## src/rtl/arrow_pkg.sv

```systemverilog
// -----------------------------------------------------------------------------
// arrow_pkg
// Shared definitions for the arrow key decoder:
//   - arrow_t        : 3-bit arrow event codes delivered to the game processors
//   - KEY_* / PFX_*  : PS/2 set-2 scan codes the decoder reacts to
//   - parser_state_t : encoding of the make/break/extended parser states
//   - key_info_t     : result of a scan-code lookup (hit, player, arrow, slot)
//   - lookup_key()   : maps a scan byte onto its arrow, player and held slot
// -----------------------------------------------------------------------------
package arrow_pkg;

  typedef enum logic [2:0] {
    ARROW_NONE  = 3'd0,
    ARROW_UP    = 3'd1,
    ARROW_LEFT  = 3'd2,
    ARROW_DOWN  = 3'd3,
    ARROW_RIGHT = 3'd4
  } arrow_t;

  // Player 1 arrow keys (W/A/S/D-style cluster on the main block).
  localparam logic [7:0] KEY_P1_UP    = 8'h1D;
  localparam logic [7:0] KEY_P1_LEFT  = 8'h1C;
  localparam logic [7:0] KEY_P1_DOWN  = 8'h1B;
  localparam logic [7:0] KEY_P1_RIGHT = 8'h23;

  // Player 2 arrow keys; arrive with or without the E0 prefix.
  localparam logic [7:0] KEY_P2_UP    = 8'h75;
  localparam logic [7:0] KEY_P2_LEFT  = 8'h6B;
  localparam logic [7:0] KEY_P2_DOWN  = 8'h72;
  localparam logic [7:0] KEY_P2_RIGHT = 8'h74;

  localparam logic [7:0] KEY_RESET = 8'h2D;
  localparam logic [7:0] PFX_EXT   = 8'hE0;
  localparam logic [7:0] PFX_BRK   = 8'hF0;

  // One held bit per mapped arrow key: slots 0-3 player 1, 4-7 player 2.
  localparam int NUM_KEYS = 8;

  typedef enum logic [1:0] {
    ST_IDLE    = 2'd0,
    ST_EXT     = 2'd1,
    ST_BRK     = 2'd2,
    ST_EXT_BRK = 2'd3
  } parser_state_t;

  typedef struct packed {
    logic       hit;     // byte is one of the eight arrow keys
    logic       player;  // 0 = player 1, 1 = player 2
    arrow_t     arrow;   // event code pushed on a make
    logic [2:0] idx;     // held-bitmap slot
  } key_info_t;

  function automatic key_info_t lookup_key(input logic [7:0] code);
    key_info_t info;
    info.hit    = 1'b1;
    info.player = 1'b0;
    info.arrow  = ARROW_NONE;
    info.idx    = 3'd0;
    case (code)
      KEY_P1_UP:    begin info.arrow = ARROW_UP;    info.idx = 3'd0; end
      KEY_P1_LEFT:  begin info.arrow = ARROW_LEFT;  info.idx = 3'd1; end
      KEY_P1_DOWN:  begin info.arrow = ARROW_DOWN;  info.idx = 3'd2; end
      KEY_P1_RIGHT: begin info.arrow = ARROW_RIGHT; info.idx = 3'd3; end
      KEY_P2_UP:    begin info.arrow = ARROW_UP;    info.idx = 3'd4; info.player = 1'b1; end
      KEY_P2_LEFT:  begin info.arrow = ARROW_LEFT;  info.idx = 3'd5; info.player = 1'b1; end
      KEY_P2_DOWN:  begin info.arrow = ARROW_DOWN;  info.idx = 3'd6; info.player = 1'b1; end
      KEY_P2_RIGHT: begin info.arrow = ARROW_RIGHT; info.idx = 3'd7; info.player = 1'b1; end
      default:      info.hit = 1'b0;
    endcase
    return info;
  endfunction

endpackage

```

## src/rtl/arrow_key_decoder_if.sv

```systemverilog
// -----------------------------------------------------------------------------
// arrow_key_decoder_if
// Bundles the scan-byte input, both player event ports and the status outputs.
//   scan_code/scan_valid : PS/2 byte and its one-cycle strobe
//   pN_arrow/pN_valid    : head of player N FIFO and its non-empty flag
//   pN_ready             : player N processor pops the head when valid
//   game_reset_req       : one-cycle pulse on a make of the reset key
//   overflow             : sticky drop flags, bit0 player 1, bit1 player 2
// Modports:
//   master : the surrounding system (PS/2 side and the two processors)
//   slave  : the decoder itself
// -----------------------------------------------------------------------------
interface arrow_key_decoder_if;
  logic [7:0] scan_code;
  logic       scan_valid;
  logic [2:0] p1_arrow;
  logic       p1_valid;
  logic       p1_ready;
  logic [2:0] p2_arrow;
  logic       p2_valid;
  logic       p2_ready;
  logic       game_reset_req;
  logic [1:0] overflow;

  modport master (
    output scan_code, scan_valid, p1_ready, p2_ready,
    input  p1_arrow, p1_valid, p2_arrow, p2_valid, game_reset_req, overflow
  );

  modport slave (
    input  scan_code, scan_valid, p1_ready, p2_ready,
    output p1_arrow, p1_valid, p2_arrow, p2_valid, game_reset_req, overflow
  );
endinterface

```

## src/rtl/arrow_event_fifo.sv

```systemverilog
// -----------------------------------------------------------------------------
// arrow_event_fifo
// Small synchronous FIFO of arrow events for one player.
//   clk, rst_n : clock, asynchronous active-low reset
//   push_i     : write data_i at the tail (accepted when not full, or when a
//                pop happens on the same edge)
//   data_i     : arrow code to write
//   pop_i      : remove the head; ignored while empty
//   flush_i    : empty the FIFO on this edge (wins over push/pop)
//   head_o     : combinational read of the head, ARROW_NONE when empty
//   full_o     : DEPTH entries held
//   empty_o    : no entries held (registered)
// DEPTH must be a power of two so the pointers wrap naturally.
// -----------------------------------------------------------------------------
module arrow_event_fifo
  import arrow_pkg::*;
#(
  parameter int DEPTH = 4
) (
  input  logic   clk,
  input  logic   rst_n,
  input  logic   push_i,
  input  arrow_t data_i,
  input  logic   pop_i,
  input  logic   flush_i,
  output arrow_t head_o,
  output logic   full_o,
  output logic   empty_o
);

  localparam int PTR_W = $clog2(DEPTH);
  localparam int CNT_W = PTR_W + 1;
  localparam logic [CNT_W-1:0] CNT_FULL = CNT_W'(DEPTH);

  arrow_t             mem_q [DEPTH];
  logic [PTR_W-1:0]   wr_ptr_q, wr_ptr_d;
  logic [PTR_W-1:0]   rd_ptr_q, rd_ptr_d;
  logic [CNT_W-1:0]   count_q, count_d;
  logic               valid_q, valid_d;
  logic               pop_ok;
  logic               push_ok;

  assign full_o  = (count_q == CNT_FULL);
  assign empty_o = ~valid_q;
  assign pop_ok  = pop_i & valid_q;
  // A full FIFO still takes a push when the head leaves on the same edge.
  assign push_ok = push_i & (~full_o | pop_ok);

  // NOTE: every signal written in an always_comb gets a default first, so no
  // path can leave it unassigned and infer a latch.
  always_comb begin
    wr_ptr_d = wr_ptr_q;
    rd_ptr_d = rd_ptr_q;
    count_d  = count_q;
    if (push_ok) wr_ptr_d = wr_ptr_q + PTR_W'(1);
    if (pop_ok)  rd_ptr_d = rd_ptr_q + PTR_W'(1);
    if (push_ok && !pop_ok)      count_d = count_q + CNT_W'(1);
    else if (!push_ok && pop_ok) count_d = count_q - CNT_W'(1);
    if (flush_i) begin
      wr_ptr_d = '0;
      rd_ptr_d = '0;
      count_d  = '0;
    end
    valid_d = (count_d != '0);
  end

  // NOTE: state registers use non-blocking assignments so every flop samples
  // the pre-edge values regardless of statement order.
  always_ff @(posedge clk or negedge rst_n) begin
    if (!rst_n) begin
      wr_ptr_q <= '0;
      rd_ptr_q <= '0;
      count_q  <= '0;
      valid_q  <= 1'b0;
    end else begin
      wr_ptr_q <= wr_ptr_d;
      rd_ptr_q <= rd_ptr_d;
      count_q  <= count_d;
      valid_q  <= valid_d;
    end
  end

  // NOTE: the storage array has no reset; an entry is only ever read after it
  // was written, and head_o is masked while the FIFO is empty.
  always_ff @(posedge clk) begin
    if (push_ok && !flush_i) mem_q[wr_ptr_q] <= data_i;
  end

  assign head_o = valid_q ? mem_q[rd_ptr_q] : ARROW_NONE;

endmodule

```

## src/rtl/arrow_key_decoder.sv

```systemverilog
// -----------------------------------------------------------------------------
// arrow_key_decoder
// Turns the raw PS/2 scan-byte stream into per-player arrow events.
//   clock, resetn : system clock, asynchronous active-low reset
//   bus (slave)   : scan_code/scan_valid in; pN_arrow/pN_valid/pN_ready per
//                   player; game_reset_req pulse; sticky overflow flags
// A parser FSM classifies each non-prefix byte as make or break. A held bitmap
// suppresses typematic repeats so a held key yields a single event. Events are
// buffered in one arrow_event_fifo per player. A make of the reset key pulses
// game_reset_req and returns the whole block to its idle condition.
// -----------------------------------------------------------------------------
module arrow_key_decoder
  import arrow_pkg::*;
#(
  parameter int FIFO_DEPTH = 4
) (
  input logic                clock,
  input logic                resetn,
  arrow_key_decoder_if.slave bus
);

  parser_state_t        state_q, state_d;
  logic [NUM_KEYS-1:0]  held_q, held_d;
  logic                 game_reset_q, game_reset_d;
  logic [1:0]           overflow_q, overflow_d;

  key_info_t            key;
  logic [1:0]           push;
  arrow_t               push_arrow;
  logic                 flush;
  logic [1:0]           fifo_full;
  logic [1:0]           fifo_empty;
  logic [1:0]           fifo_pop;
  arrow_t               head_p1, head_p2;

  assign key = lookup_key(bus.scan_code);

  // Parser, held bitmap and push decisions. Prefix bytes only move the FSM;
  // any other byte completes a sequence and returns the FSM to IDLE.
  always_comb begin
    state_d      = state_q;
    held_d       = held_q;
    game_reset_d = 1'b0;
    push         = '0;
    push_arrow   = key.arrow;
    flush        = 1'b0;

    if (bus.scan_valid) begin
      if (bus.scan_code == PFX_EXT) begin
        // E0 inside a break sequence or a repeated E0 leaves the state alone.
        if (state_q == ST_IDLE) state_d = ST_EXT;
      end else if (bus.scan_code == PFX_BRK) begin
        if (state_q == ST_IDLE)     state_d = ST_BRK;
        else if (state_q == ST_EXT) state_d = ST_EXT_BRK;
      end else begin
        state_d = ST_IDLE;
        if (state_q == ST_IDLE || state_q == ST_EXT) begin
          if (bus.scan_code == KEY_RESET) begin
            game_reset_d = 1'b1;
            flush        = 1'b1;
            held_d       = '0;
          end else if (key.hit && !held_q[key.idx]) begin
            // The held bit is set even if the FIFO turns out to be full, so a
            // dropped key still needs a break before it can fire again.
            held_d[key.idx]   = 1'b1;
            push[key.player]  = 1'b1;
          end
        end else if (key.hit) begin
          held_d[key.idx] = 1'b0;
        end
      end
    end
  end

  // A push is dropped only when the FIFO is full and its head is not leaving
  // on the same edge; the reset key clears the flags.
  always_comb begin
    overflow_d = overflow_q | (push & fifo_full & ~fifo_pop);
    if (flush) overflow_d = '0;
  end

  always_ff @(posedge clock or negedge resetn) begin
    if (!resetn) begin
      state_q      <= ST_IDLE;
      held_q       <= '0;
      game_reset_q <= 1'b0;
      overflow_q   <= '0;
    end else begin
      state_q      <= state_d;
      held_q       <= held_d;
      game_reset_q <= game_reset_d;
      overflow_q   <= overflow_d;
    end
  end

  assign fifo_pop[0] = ~fifo_empty[0] & bus.p1_ready;
  assign fifo_pop[1] = ~fifo_empty[1] & bus.p2_ready;

  arrow_event_fifo #(
    .DEPTH (FIFO_DEPTH)
  ) u_fifo_p1 (
    .clk     (clock),
    .rst_n   (resetn),
    .push_i  (push[0]),
    .data_i  (push_arrow),
    .pop_i   (fifo_pop[0]),
    .flush_i (flush),
    .head_o  (head_p1),
    .full_o  (fifo_full[0]),
    .empty_o (fifo_empty[0])
  );

  arrow_event_fifo #(
    .DEPTH (FIFO_DEPTH)
  ) u_fifo_p2 (
    .clk     (clock),
    .rst_n   (resetn),
    .push_i  (push[1]),
    .data_i  (push_arrow),
    .pop_i   (fifo_pop[1]),
    .flush_i (flush),
    .head_o  (head_p2),
    .full_o  (fifo_full[1]),
    .empty_o (fifo_empty[1])
  );

  assign bus.p1_arrow       = head_p1;
  assign bus.p1_valid       = ~fifo_empty[0];
  assign bus.p2_arrow       = head_p2;
  assign bus.p2_valid       = ~fifo_empty[1];
  assign bus.game_reset_req = game_reset_q;
  assign bus.overflow       = overflow_q;

endmodule

```

## src/flat_wrapper.sv

```systemverilog
// flat-port wrapper written by rule: the top's interface ports become plain ports
module arrow_key_decoder_flat import arrow_pkg::*;
#(
  parameter int FIFO_DEPTH = 4
)
  (clock, resetn, bus_scan_code, bus_scan_valid, bus_p1_ready, bus_p2_ready, bus_p1_arrow, bus_p1_valid, bus_p2_arrow, bus_p2_valid, bus_game_reset_req, bus_overflow);
  arrow_key_decoder_if bus_i ();
  input logic clock;
  input logic resetn;
  input wire logic [$bits(bus_i.scan_code)-1:0] bus_scan_code;
  input wire logic [$bits(bus_i.scan_valid)-1:0] bus_scan_valid;
  input wire logic [$bits(bus_i.p1_ready)-1:0] bus_p1_ready;
  input wire logic [$bits(bus_i.p2_ready)-1:0] bus_p2_ready;
  output wire logic [$bits(bus_i.p1_arrow)-1:0] bus_p1_arrow;
  output wire logic [$bits(bus_i.p1_valid)-1:0] bus_p1_valid;
  output wire logic [$bits(bus_i.p2_arrow)-1:0] bus_p2_arrow;
  output wire logic [$bits(bus_i.p2_valid)-1:0] bus_p2_valid;
  output wire logic [$bits(bus_i.game_reset_req)-1:0] bus_game_reset_req;
  output wire logic [$bits(bus_i.overflow)-1:0] bus_overflow;
  assign bus_i.scan_code = bus_scan_code;
  assign bus_i.scan_valid = bus_scan_valid;
  assign bus_i.p1_ready = bus_p1_ready;
  assign bus_i.p2_ready = bus_p2_ready;
  assign bus_p1_arrow = bus_i.p1_arrow;
  assign bus_p1_valid = bus_i.p1_valid;
  assign bus_p2_arrow = bus_i.p2_arrow;
  assign bus_p2_valid = bus_i.p2_valid;
  assign bus_game_reset_req = bus_i.game_reset_req;
  assign bus_overflow = bus_i.overflow;
  arrow_key_decoder #(.FIFO_DEPTH(FIFO_DEPTH)) u_core (.clock(clock), .resetn(resetn), .bus(bus_i));
endmodule
```

## config.mk

```make
export PLATFORM = sky130hd
export DESIGN_NAME = arrow_key_decoder_flat
export DESIGN_NICKNAME = d
export VERILOG_FILES = /design/src/rtl/arrow_pkg.sv /design/src/rtl/arrow_key_decoder_if.sv /design/src/rtl/arrow_event_fifo.sv /design/src/rtl/arrow_key_decoder.sv /design/src/flat_wrapper.sv
export SDC_FILE = /design/constraint.sdc
export NUM_CORES = 1
export LEC_CHECK = 0
export BUFFER_PORTS_ARGS = -buffer_cell sky130_fd_sc_hd__buf_2
export CAP_MARGIN = 20
export CORE_UTILIZATION = 52
export CTS_CLUSTER_SIZE = 40
export DETAILED_ROUTE_END_ITERATION = 6
export MAX_ROUTING_LAYER = met4
export PLACE_DENSITY = 0.82
export SLEW_MARGIN = 20
export SYNTH_ARGS = -nofsm -noshare
export SYNTH_HDL_FRONTEND = slang
export SYNTH_HIERARCHICAL = 1
export SYNTH_SLANG_ARGS = --single-unit
```

## constraint.sdc

```tcl
create_clock -name clock -period 3.1 [get_ports clock]
set_clock_uncertainty 0.05 [all_clocks]
set_input_delay 0.62 -clock clock [delete_from_list [all_inputs] [get_ports clock]]
set_output_delay 0.62 -clock clock [all_outputs]
set_load 0.02 [all_outputs]
```

==> metrics <==
status=complete, no violations; syn nets=between 300 and 400; WP data required=between 3 and 4 ns; area grow syn2layout=18.5%; die area=between 6000 and 7000 um^2; worst r2r dst=u_core/u_fifo_p2/mem_q[3][0]; Final min period=between 2 and 3 ns; synth warn=6; height of the die=78.7 um; RSZ-0062 raised after global routing=no; most common cell after layout, fill and taps aside=buf_4; Yosys reg bits=52; nets@finish=around 360; critical path capture point=u_core/u_fifo_p2/mem_q[3][0]; sequential element share of the synthesized area=0.465; Max-slew headroom=0.550; crit share post-route=0.964; worst hold margin=about 0.29 ns; n_diodes=0; Max Slew Vio Count=0; Clock Tree Buf Depth=2; vias per cell=around 5.7; routed vias=~2,300; Starting Density=0.548; first-pass GRT wire length=between 10,000 and 15,000 um; post-place setup slack=-0.176 ns; Hold Vio Cnt, Final=0; Mean Syn Cell Area=between 10 and 15 um^2; Die Wd=between 70 and 80 um; Worst Path Arrival=about 3 ns; CTS clock-pin slew for the worst setup and hold paths=about 0.10 ns; CTS Sinks=52; initial antenna violation count=0; H-tree depth=2; PD cells=approximately 580 nW/um^2; core area=roughly 5600 um^2; layout cells sized above 1=0.295; DR iter-0 viols=191; Buffers on Ports=23; Post-synth EDFFs=24; drt wl/cell=between 15 and 20 um; Final Wtd Congestion=roughly 0.92; Peak Freq=between 300 and 400 MHz; non-filler instance count after layout=about 410; All-Layer GR Usage=0.238; max_cap viols=0; # setup viols final=0; synthesized area=about 3100 um^2; PostCTS Resize Cnt=0; CTS tree=built; postcts setup bufs=0; Clock Root Buffer=clkbuf_8; Unique masters post-synth=a little under 60; HP Class=in2async; Residual DRC=0; Critical Path Source=bus_scan_code[7]; number of global-route vias before repair=about 2,300; PnR Total Power=between 2 and 2.5 mW; Final WS setup=roughly 0.11 ns; crit start category=primary input; R2R Path Start=u_core/held_q[4]; io pins=24; CP Max Fanout=6; Post-synth ARST share=0.538; row count=27; VDD IR max=about 0.32 mV; Synth Instances=~280; Slew @ Worst Pin=between 0.6 and 0.7 ns; reg2reg path depth=8; reg-to-reg setup timing slack=0.70 ns; latest clock arrival within the worst-skew pair=~0.31 ns; cell count after placement=400; largest net degree at the start of global routing=29; most frequent cells in the layout=buf_4 (37), dfrtp_1 (28), nor2_1 (26), edfxtp_1 (24), buf_2 (23); Remaining Overflow, GRT=0; Pre-antenna DRT Iters=5; fillcell total=439; LEAKAGE=between 1.5 and 2 nW; DRT Wirelength=6450 um; Routed Antenna Nets=0; top_reg_cell synth=dfrtp_1; crit path capture type=register; DP HPWL=between 4000 and 5000 um; CTS Buf Count=5; hold_buf cts=0; Setup TNS=0 ns; crit path kind=in2reg
-- how the worst min path moves through the flow --
stage / endpoint / slack [ns] / depth (start not counted)
global route: u_core/state_q[1] / 0.34 / 1
detailed placement: u_core/held_q[2] / 0.44 / 1
floorplan: u_core/bus.game_reset_req / 0.27 / 0
global placement: u_core/held_q[2] / 0.44 / 1
finish: u_core/state_q[1] / 0.29 / 1
CTS: u_core/state_q[1] / 0.31 / 1
-- power breakdown --
group | internal, mW | total [mW] | switching [mW]
combinational | 0.370 | 0.766 | 0.396
clock | 0.161 | 0.390 | 0.229
sequential | 0.814 | 0.946 | 0.132
total | 1.34 | 2.10 | 0.757
-- logic make-up after synthesis --
| group | Yosys count | share of synthesized area |
|---|---|---|
| simple gates | 107 | 0.204 |
| buf+inv | 29 | 0.0455 |
| xor+xnor | 10 | 0.0287 |
| flops | 52 | 0.465 |
| fa+ha+maj | 14 | 0.0573 |
| compound gates | 56 | 0.140 |
| mux | 10 | 0.0590 |
-- flip-flops by register name (all words and copies together), names as in the netlist --
name and cells:
u_core/bus.game_reset_req 1, u_core/bus.overflow 2, u_core/held_q 8, u_core/state_q 1, u_core/u_fifo_p1/count_q 3, u_core/u_fifo_p1/mem_q 12
u_core/u_fifo_p1/rd_ptr_q 2, u_core/u_fifo_p1/valid_q 1, u_core/u_fifo_p1/wr_ptr_q 2, u_core/u_fifo_p2/count_q 3, u_core/u_fifo_p2/mem_q 12, u_core/u_fifo_p2/rd_ptr_q 2
u_core/u_fifo_p2/valid_q 1, u_core/u_fifo_p2/wr_ptr_q 2
-- stage by stage --
| step | instance area (um^2) | utilization |
|---|---|---|
| floorplan | 3110 | - |
| global placement | 3530 | 0.633 |
| detailed placement | 3530 | 0.633 |
| CTS | 3620 | 0.649 |
| global route | 3620 | 0.650 |
| finish | 3620 | 0.650 |
-- critical path, cell delays in order --
cell and delay [ns]:
buf_2 0.12, or4b_4 0.53, o22ai_2 0.19, a211oi_2 0.09, mux2_4 0.20, o2111a_1 0.30
nor3b_4 0.22, buf_4 0.17, o21ai_2 0.06, nor2_1 0.18, and2_1 0.25
-- cell type report --
class | instances | area [um^2] | area share
Multi-Input combinational cell | 197 | 1560 | 0.430
Sequential cell | 52 | 1420 | 0.393
Clock buffer | 6 | 72.6 | 0.0200
Inverter | 19 | 71.3 | 0.0197
Timing Repair Buffer | 60 | 393 | 0.109
Clock inverter | 2 | 16.3 | 0.00449
Tap cell | 72 | 90.1 | 0.0249
-- synthesized netlist by cell type (all sizes together), types with 2 or more instances --
master	instances	area, um^2
nor2b	4	25.0
and3	5	41.3
o21a	4	30.0
dfrtp	28	701
nor4	3	33.8
nand3	2	10.0
a311oi	2	17.5
a22oi	2	25.0
buf	9	63.8
mux4	6	135
xor2	4	35.0
nor2	26	97.6
nor3b	3	22.5
ha	14	175
a211oi	8	60.1
or2	3	18.8
a31o	2	17.5
o21ai	9	52.6
or3b	2	20.0
a32oi	5	43.8
and3b	2	22.5
o32ai	2	32.5
nand3b	5	37.5
nand2b	7	46.3
a21o	2	15.0
a21oi	10	50.1
and2	16	100
xnor2	6	52.6
nand2	17	63.8
a31oi	2	12.5
edfxtp	24	721
nor3	9	55.1
inv	19	71.3
mux2i	3	30.0
-- metal layers --
layer  wire length (um)  part of all wire  track usage
met1               2710              0.42        0.281
met2               3380              0.52        0.417
met3                248             0.038       0.0337
met4                112             0.017       0.0759
met5                  0                 0            -
No activity file was read; power rests on OpenSTA's default activity.
